`src/rtl/spi_pkg.sv`:
```
// spi_pkg: shared constants, mode encoding and edge-target helper for the SPI shift engine.
`default_nettype none

package spi_pkg;

  localparam int AMP_BITS  = 8;
  localparam int ADC_FRAME = 34;
  localparam int SAMPLE_W  = 14;
  localparam int CNT_W     = 7;
  localparam int RISE_W    = CNT_W - 1;

  localparam logic [CNT_W-1:0] AMP_EDGES = CNT_W'(2 * AMP_BITS);
  localparam logic [CNT_W-1:0] ADC_EDGES = CNT_W'(2 * ADC_FRAME);

  localparam logic [AMP_BITS-1:0] GAIN_RST = 8'h11;

  // Rising-edge numbers (1-based) that carry each channel's sample, MSB first.
  localparam logic [RISE_W-1:0] RISE_A_FIRST = RISE_W'(3);
  localparam logic [RISE_W-1:0] RISE_A_LAST  = RISE_W'(3 + SAMPLE_W - 1);
  localparam logic [RISE_W-1:0] RISE_B_FIRST = RISE_W'(19);
  localparam logic [RISE_W-1:0] RISE_B_LAST  = RISE_W'(19 + SAMPLE_W - 1);

  typedef enum logic {
    MODE_AMP = 1'b0,
    MODE_ADC = 1'b1
  } mode_e;

  function automatic logic [CNT_W-1:0] edge_target(input mode_e mode);
    return (mode == MODE_ADC) ? ADC_EDGES : AMP_EDGES;
  endfunction

endpackage

`default_nettype wire

```
`src/rtl/spi_edge_counter.sv`:
```
// spi_edge_counter: saturating SCK edge counter, SCK toggle flop and frame-done flag.
`default_nettype none

module spi_edge_counter
  import spi_pkg::*;
(
  input  logic             clk,
  input  logic             rst,
  input  logic             step_i,
  input  logic             clear_i,
  input  logic [CNT_W-1:0] target_i,
  output logic [CNT_W-1:0] cnt_o,
  output logic             adv_o,
  output logic             sck_o,
  output logic             done_o
);

  logic [CNT_W-1:0] cnt_q, cnt_d;
  logic             sck_q, sck_d;
  logic             done_q, done_d;
  logic             adv;

  always_comb begin
    // Clear has priority, so a step landing on the clear cycle is dropped.
    adv    = step_i & ~clear_i & (cnt_q < target_i);
    cnt_d  = cnt_q;
    sck_d  = sck_q;
    if (clear_i) begin
      cnt_d = '0;
      sck_d = 1'b0;
    end else if (adv) begin
      cnt_d = cnt_q + 1'b1;
      sck_d = ~sck_q;
    end
    done_d = ~clear_i & (cnt_d == target_i);
  end

  always_ff @(posedge clk) begin
    if (rst) begin
      cnt_q  <= '0;
      sck_q  <= 1'b0;
      done_q <= 1'b0;
    end else begin
      cnt_q  <= cnt_d;
      sck_q  <= sck_d;
      done_q <= done_d;
    end
  end

  assign cnt_o  = cnt_q;
  assign adv_o  = adv;
  assign sck_o  = sck_q;
  assign done_o = done_q;

endmodule

`default_nettype wire

```
`src/rtl/spi_shift_engine.sv`:
```
// spi_shift_engine: preamp gain shift-out and dual-channel ADC frame capture on a stepped SPI clock.
`default_nettype none

module spi_shift_engine
  import spi_pkg::*;
(
  input  logic                clk,
  input  logic                rst,
  input  logic                sck_step,
  input  logic                reg_rst,
  input  logic                adc_conv,
  input  logic [3:0]          gain_a,
  input  logic [3:0]          gain_b,
  input  logic                gain_load,
  input  logic                miso,
  output logic                spi_sck,
  output logic                spi_mosi,
  output logic                amp_cs_n,
  output logic                ad_conv,
  output logic                edg_done,
  output logic                amp_adc,
  output logic [SAMPLE_W-1:0] sample_a,
  output logic [SAMPLE_W-1:0] sample_b,
  output logic                sample_valid
);

  mode_e               mode_q, mode_d;
  logic                cs_n_q, cs_n_d;
  logic                ad_conv_q, ad_conv_d;
  logic [AMP_BITS-1:0] gain_q, gain_d;
  logic                pend_q, pend_d;
  logic                first_q, first_d;
  logic [AMP_BITS-1:0] shreg_q, shreg_d;
  logic [SAMPLE_W-1:0] shad_a_q, shad_a_d;
  logic [SAMPLE_W-1:0] shad_b_q, shad_b_d;
  logic [SAMPLE_W-1:0] samp_a_q, samp_a_d;
  logic [SAMPLE_W-1:0] samp_b_q, samp_b_d;
  logic                valid_q, valid_d;

  logic [CNT_W-1:0]    edge_cnt;
  logic                adv;
  logic [RISE_W-1:0]   rise_idx;

  spi_edge_counter u_cnt (
    .clk      (clk),
    .rst      (rst),
    .step_i   (sck_step),
    .clear_i  (reg_rst),
    .target_i (edge_target(mode_q)),
    .cnt_o    (edge_cnt),
    .adv_o    (adv),
    .sck_o    (spi_sck),
    .done_o   (edg_done)
  );

  // An accepted step from an even count produces rising edge number cnt/2 + 1.
  assign rise_idx = edge_cnt[CNT_W-1:1] + RISE_W'(1);

  always_comb begin
    mode_d    = mode_q;
    cs_n_d    = (mode_q != MODE_AMP);
    ad_conv_d = adc_conv;
    gain_d    = gain_q;
    pend_d    = pend_q;
    first_d   = first_q;
    shreg_d   = shreg_q;
    shad_a_d  = shad_a_q;
    shad_b_d  = shad_b_q;
    samp_a_d  = samp_a_q;
    samp_b_d  = samp_b_q;
    valid_d   = 1'b0;

    if (mode_q == MODE_AMP) begin
      if (adv && edge_cnt[0]) begin
        shreg_d = {shreg_q[AMP_BITS-2:0], 1'b0};
      end else if (edge_cnt == '0) begin
        shreg_d = gain_q;
      end
    end else if (adv && !edge_cnt[0]) begin
      if (rise_idx >= RISE_A_FIRST && rise_idx <= RISE_A_LAST) begin
        shad_a_d = {shad_a_q[SAMPLE_W-2:0], miso};
      end
      if (rise_idx >= RISE_B_FIRST && rise_idx <= RISE_B_LAST) begin
        shad_b_d = {shad_b_q[SAMPLE_W-2:0], miso};
      end
    end

    // Only a completed frame changes mode or publishes samples; an abort just clears the counter.
    if (reg_rst && edg_done) begin
      if (mode_q == MODE_AMP) begin
        mode_d  = MODE_ADC;
        first_d = 1'b1;
      end else begin
        samp_a_d = shad_a_q;
        samp_b_d = shad_b_q;
        valid_d  = ~first_q;
        first_d  = 1'b0;
        if (pend_q) begin
          mode_d = MODE_AMP;
          pend_d = 1'b0;
        end
      end
    end

    if (gain_load && mode_q == MODE_ADC) begin
      gain_d = {gain_b, gain_a};
      pend_d = 1'b1;
    end
  end

  always_ff @(posedge clk) begin
    if (rst) begin
      mode_q    <= MODE_AMP;
      cs_n_q    <= 1'b1;
      ad_conv_q <= 1'b0;
      gain_q    <= GAIN_RST;
      pend_q    <= 1'b0;
      first_q   <= 1'b0;
      shreg_q   <= '0;
      shad_a_q  <= '0;
      shad_b_q  <= '0;
      samp_a_q  <= '0;
      samp_b_q  <= '0;
      valid_q   <= 1'b0;
    end else begin
      mode_q    <= mode_d;
      cs_n_q    <= cs_n_d;
      ad_conv_q <= ad_conv_d;
      gain_q    <= gain_d;
      pend_q    <= pend_d;
      first_q   <= first_d;
      shreg_q   <= shreg_d;
      shad_a_q  <= shad_a_d;
      shad_b_q  <= shad_b_d;
      samp_a_q  <= samp_a_d;
      samp_b_q  <= samp_b_d;
      valid_q   <= valid_d;
    end
  end

  assign spi_mosi     = (mode_q == MODE_AMP) & shreg_q[AMP_BITS-1];
  assign amp_cs_n     = cs_n_q;
  assign ad_conv      = ad_conv_q;
  assign amp_adc      = mode_q;
  assign sample_a     = samp_a_q;
  assign sample_b     = samp_b_q;
  assign sample_valid = valid_q;

endmodule

`default_nettype wire

```
`config.mk`:
```
export PLATFORM = sky130hd
export DESIGN_NAME = spi_shift_engine
export DESIGN_NICKNAME = d
export VERILOG_FILES = /design/src/rtl/spi_pkg.sv /design/src/rtl/spi_edge_counter.sv /design/src/rtl/spi_shift_engine.sv
export SDC_FILE = /design/constraint.sdc
export NUM_CORES = 1
export LEC_CHECK = 0
export ABC_CLOCK_PERIOD_IN_PS = 5400
export CAP_MARGIN = 20
export CORE_ASPECT_RATIO = 1.75
export CORE_MARGIN = 2
export CORE_UTILIZATION = 56
export CTS_BUF_LIST = sky130_fd_sc_hd__clkbuf_4 sky130_fd_sc_hd__clkbuf_8 sky130_fd_sc_hd__clkbuf_16
export DETAILED_ROUTE_END_ITERATION = 10
export PLACE_DENSITY_LB_ADDON = 0.08
export RECOVER_POWER = 25
export SLEW_MARGIN = 20
export SYNTH_ARGS = -nofsm -noshare
export SYNTH_HDL_FRONTEND = slang
export SYNTH_SLANG_ARGS = --single-unit
```
`constraint.sdc`:
```
create_clock -name clk -period 5.4 [get_ports clk]
set_clock_uncertainty 0.1 [all_clocks]
set_input_delay 1.62 -clock clk [delete_from_list [all_inputs] [get_ports clk]]
set_output_delay 1.62 -clock clk [all_outputs]
set_load 0.02 [all_outputs]
```
==> results.cfg <==
[timing]
slew_viol_final = 82
post-route-period-util_pct = 82.6
fin_setup_tns_ns = 0
fin_ws_ns = 0.939
slew_headroom_pct = -125
worst_pin_slew_ns = 3.37
setup_viol = 0
fin_crit_ns = 4.46
fmax_mhz = 224
hold_viol = 0
rsz0062_at_grt = no

[die]
core_area_um2 = 5830
rows = 37
start_util_pct = 57.8
dieWidth_um = 62.6
die-area_um2 = 6680
pin_count = 50
chipHeight_um = 107

[pwr]
vdd_ir_drop_max_v = 0.000212
total_power_uw = 1130
power_density_nw_per_um2 = 276
intPower_uw = 900
switchingPower_uw = 228
leakage_uw = 0.00150
clkPwrFrac_pct = 39.1
p_seq_share_pct = 57.4
switching_share_pct = 20.2
pwr-share-comb_pct = 3.6

[place]
port_buffers = 49
place_ws_ns = 0.685
dpl-instance-area_um2 = 3900
dp_cells = 488
routabilityCongestion = 0.866
dp_hpwl_um = 4750

[synthesis]
synth_edf_count = 0
yosys.area.top_type_share_pct = 51.7
synth_top_area_cell = dfxtp_1
yosys-top-cells-count = 87 x dfxtp_1, 77 x nand2_1, 46 x nor2_1
async_reset_ff_share_pct = 0
ys_warn_count = 0
synthTopCellsByArea = dfxtp_1 52%, mux2i_1 10%, nand2_1 8.6%, a21oi_1 5.9%, nor2_1 5.1%
synth_seq_cells = 87
yosysUniqueCellTypes = 39
synth_nets = 401
syn-cell-area_um2 = 3370
synth_most_common_cell = dfxtp_1
synth_ff_type = dfxtp_1
ys_seq_area_share_pct = 51.7
synthCells = 380
avgSynthCellArea_um2 = 8.87

[final_layout]
fillCellCount = 507
instances_no_fill = 502
seq_area_um2 = 1740
area_delta_synth_final_pct = 21.3
fin_nets = 442
drive_gt1_share_pct = 6.37
multi_input_area_um2 = 1510
diodes = 0
design_area_um2 = 4090

[worst_setup_path]
cp-end-kind = flop
worstSetupStartpointType = input port
crit_required_ns = 5.54
arrival_ns = 4.60
crit_type = in2reg
cp_max_fo = 81

[clock_tree]
cts_setup_buffers = 0
clk_path_buf_depth = 2
htreeDepth = 3
cts_tree = yes
clockRootBuffer = clkbuf_8
cts_buffers = 9
clock_latency_ns = 0.35
path_clk_slew_ns = 0.08
ctsResizeCount = 0
cts_hold_buffers = 0
cts_sinks = 87

[drt]
routed_wl_um = 6980
dr.pass1.iters = 4
drc = 0
num_vias = 2681
wl_per_cell_um = 13.9
via_per_inst = 5.34
drt_iter0_markers = 178
final_antenna_net_count = 0

[global_routing]
grt_max_degree = 82
antenna_found_initial = 0
grt_pass1_wl_um = 12000
grt_usage_pct = 22.8
grt_pass1_vias = 2640
grt-ovfl-total = 0

[outcome]
violations = max-capacitance violations, max-slew violations
status = finished with violations

[job]
max_cap_violations = 1

[worst_hold_path]
holdCritPathClass = reg2reg
## worst max-delay path: stages
cell	delay (ns)
buf_2	0.09
clkbuf_1	2.35
or2_2	0.47
nor2_1	0.07
## cell families after synthesis
logic type,share of synthesized area (%)
AO/OA/AOI/OAI,10.7
multiplexers,10.4
XOR/XNOR,1.30
adder cells (fa/ha/maj),2.23
AND/OR/NAND/NOR,19.9
flip-flops,51.7
buffers and inverters,3.86
## power groups by stage
stage / Clock, uW / Sequential (uW) / Combinational, uW
CTS: 453 / 647 / 40.4
finish: 441 / 647 / 40.1
floorplan: 0 / 663 / 20.7
global placement: 0 / 662 / 39.8
global route: 481 / 648 / 44.1
detailed placement: 0 / 662 / 40.2
## layout by cell type, fill, tap and decap left out, drive strengths merged, types with 3 or more instances in the layout
cell           netlist  final
a211oi               8      8
a21oi               40     40
buf                  6      6
clkbuf              19     14
clkdlybuf4s50        0     48
dfxtp               87     87
ha                   6      6
inv                  6      6
mux2i               35     35
nand2               77     77
nand3                3      3
nand3b               3      3
nor2                46     46
nor2b                3      3
nor3                 8      8
or2                  3      3
xnor2                3      3
## routing by layer
| metal | wire [um] | GRT usage (%) | vias up |
|---|---|---|---|
| li1 | - | - | 1350 |
| met1 | 2900 | 25.2 | 1277 |
| met2 | 3780 | 41.1 | 42 |
| met3 | 185 | 6.09 | 12 |
| met4 | 116 | 8.89 | 0 |
| met5 | 0 | 0 | - |
## layout make-up
class / instances / area share, %
repair buffers: 55 / 12.9
flip-flops and latches: 87 / 42.6
inverters: 6 / 0.551
multi-input cells: 262 / 36.9
well taps: 78 / 2.39
clock buffers: 13 / 3.92
clock inverters: 1 / 0.735
## state kept, by name (all words and copies together) (netlist names), 7 cells and up
register     count
sample_a        14
u_cnt.cnt_o      7
gain_q           8
sample_b        14
shad_b_q        14
shreg_q          8
shad_a_q        14
## worst paths after layout
| path | from | to | slack [ns] | cells past startpoint |
|---|---|---|---|---|
| max | rst | u_cnt.sck_o | 0.94 | 4 |
| min | first_q | sample_valid | 0.35 | 1 |
| max reg2reg | amp_adc | shad_b_q[13] | 1.56 | 11 |
| min reg2reg | first_q | sample_valid | 0.35 | 1 |
## stage by stage
| step | util (%) | hold slack (ns) |
|---|---|---|
| after floorplan | - | 0.302 |
| after global placement | 66.9 | 0.327 |
| after detailed placement | 66.9 | 0.341 |
| after CTS | 70.1 | 0.350 |
| after global routing | 70.1 | 0.375 |
| final | 70.1 | 0.348 |
No activity file was read; power rests on OpenSTA's default activity.
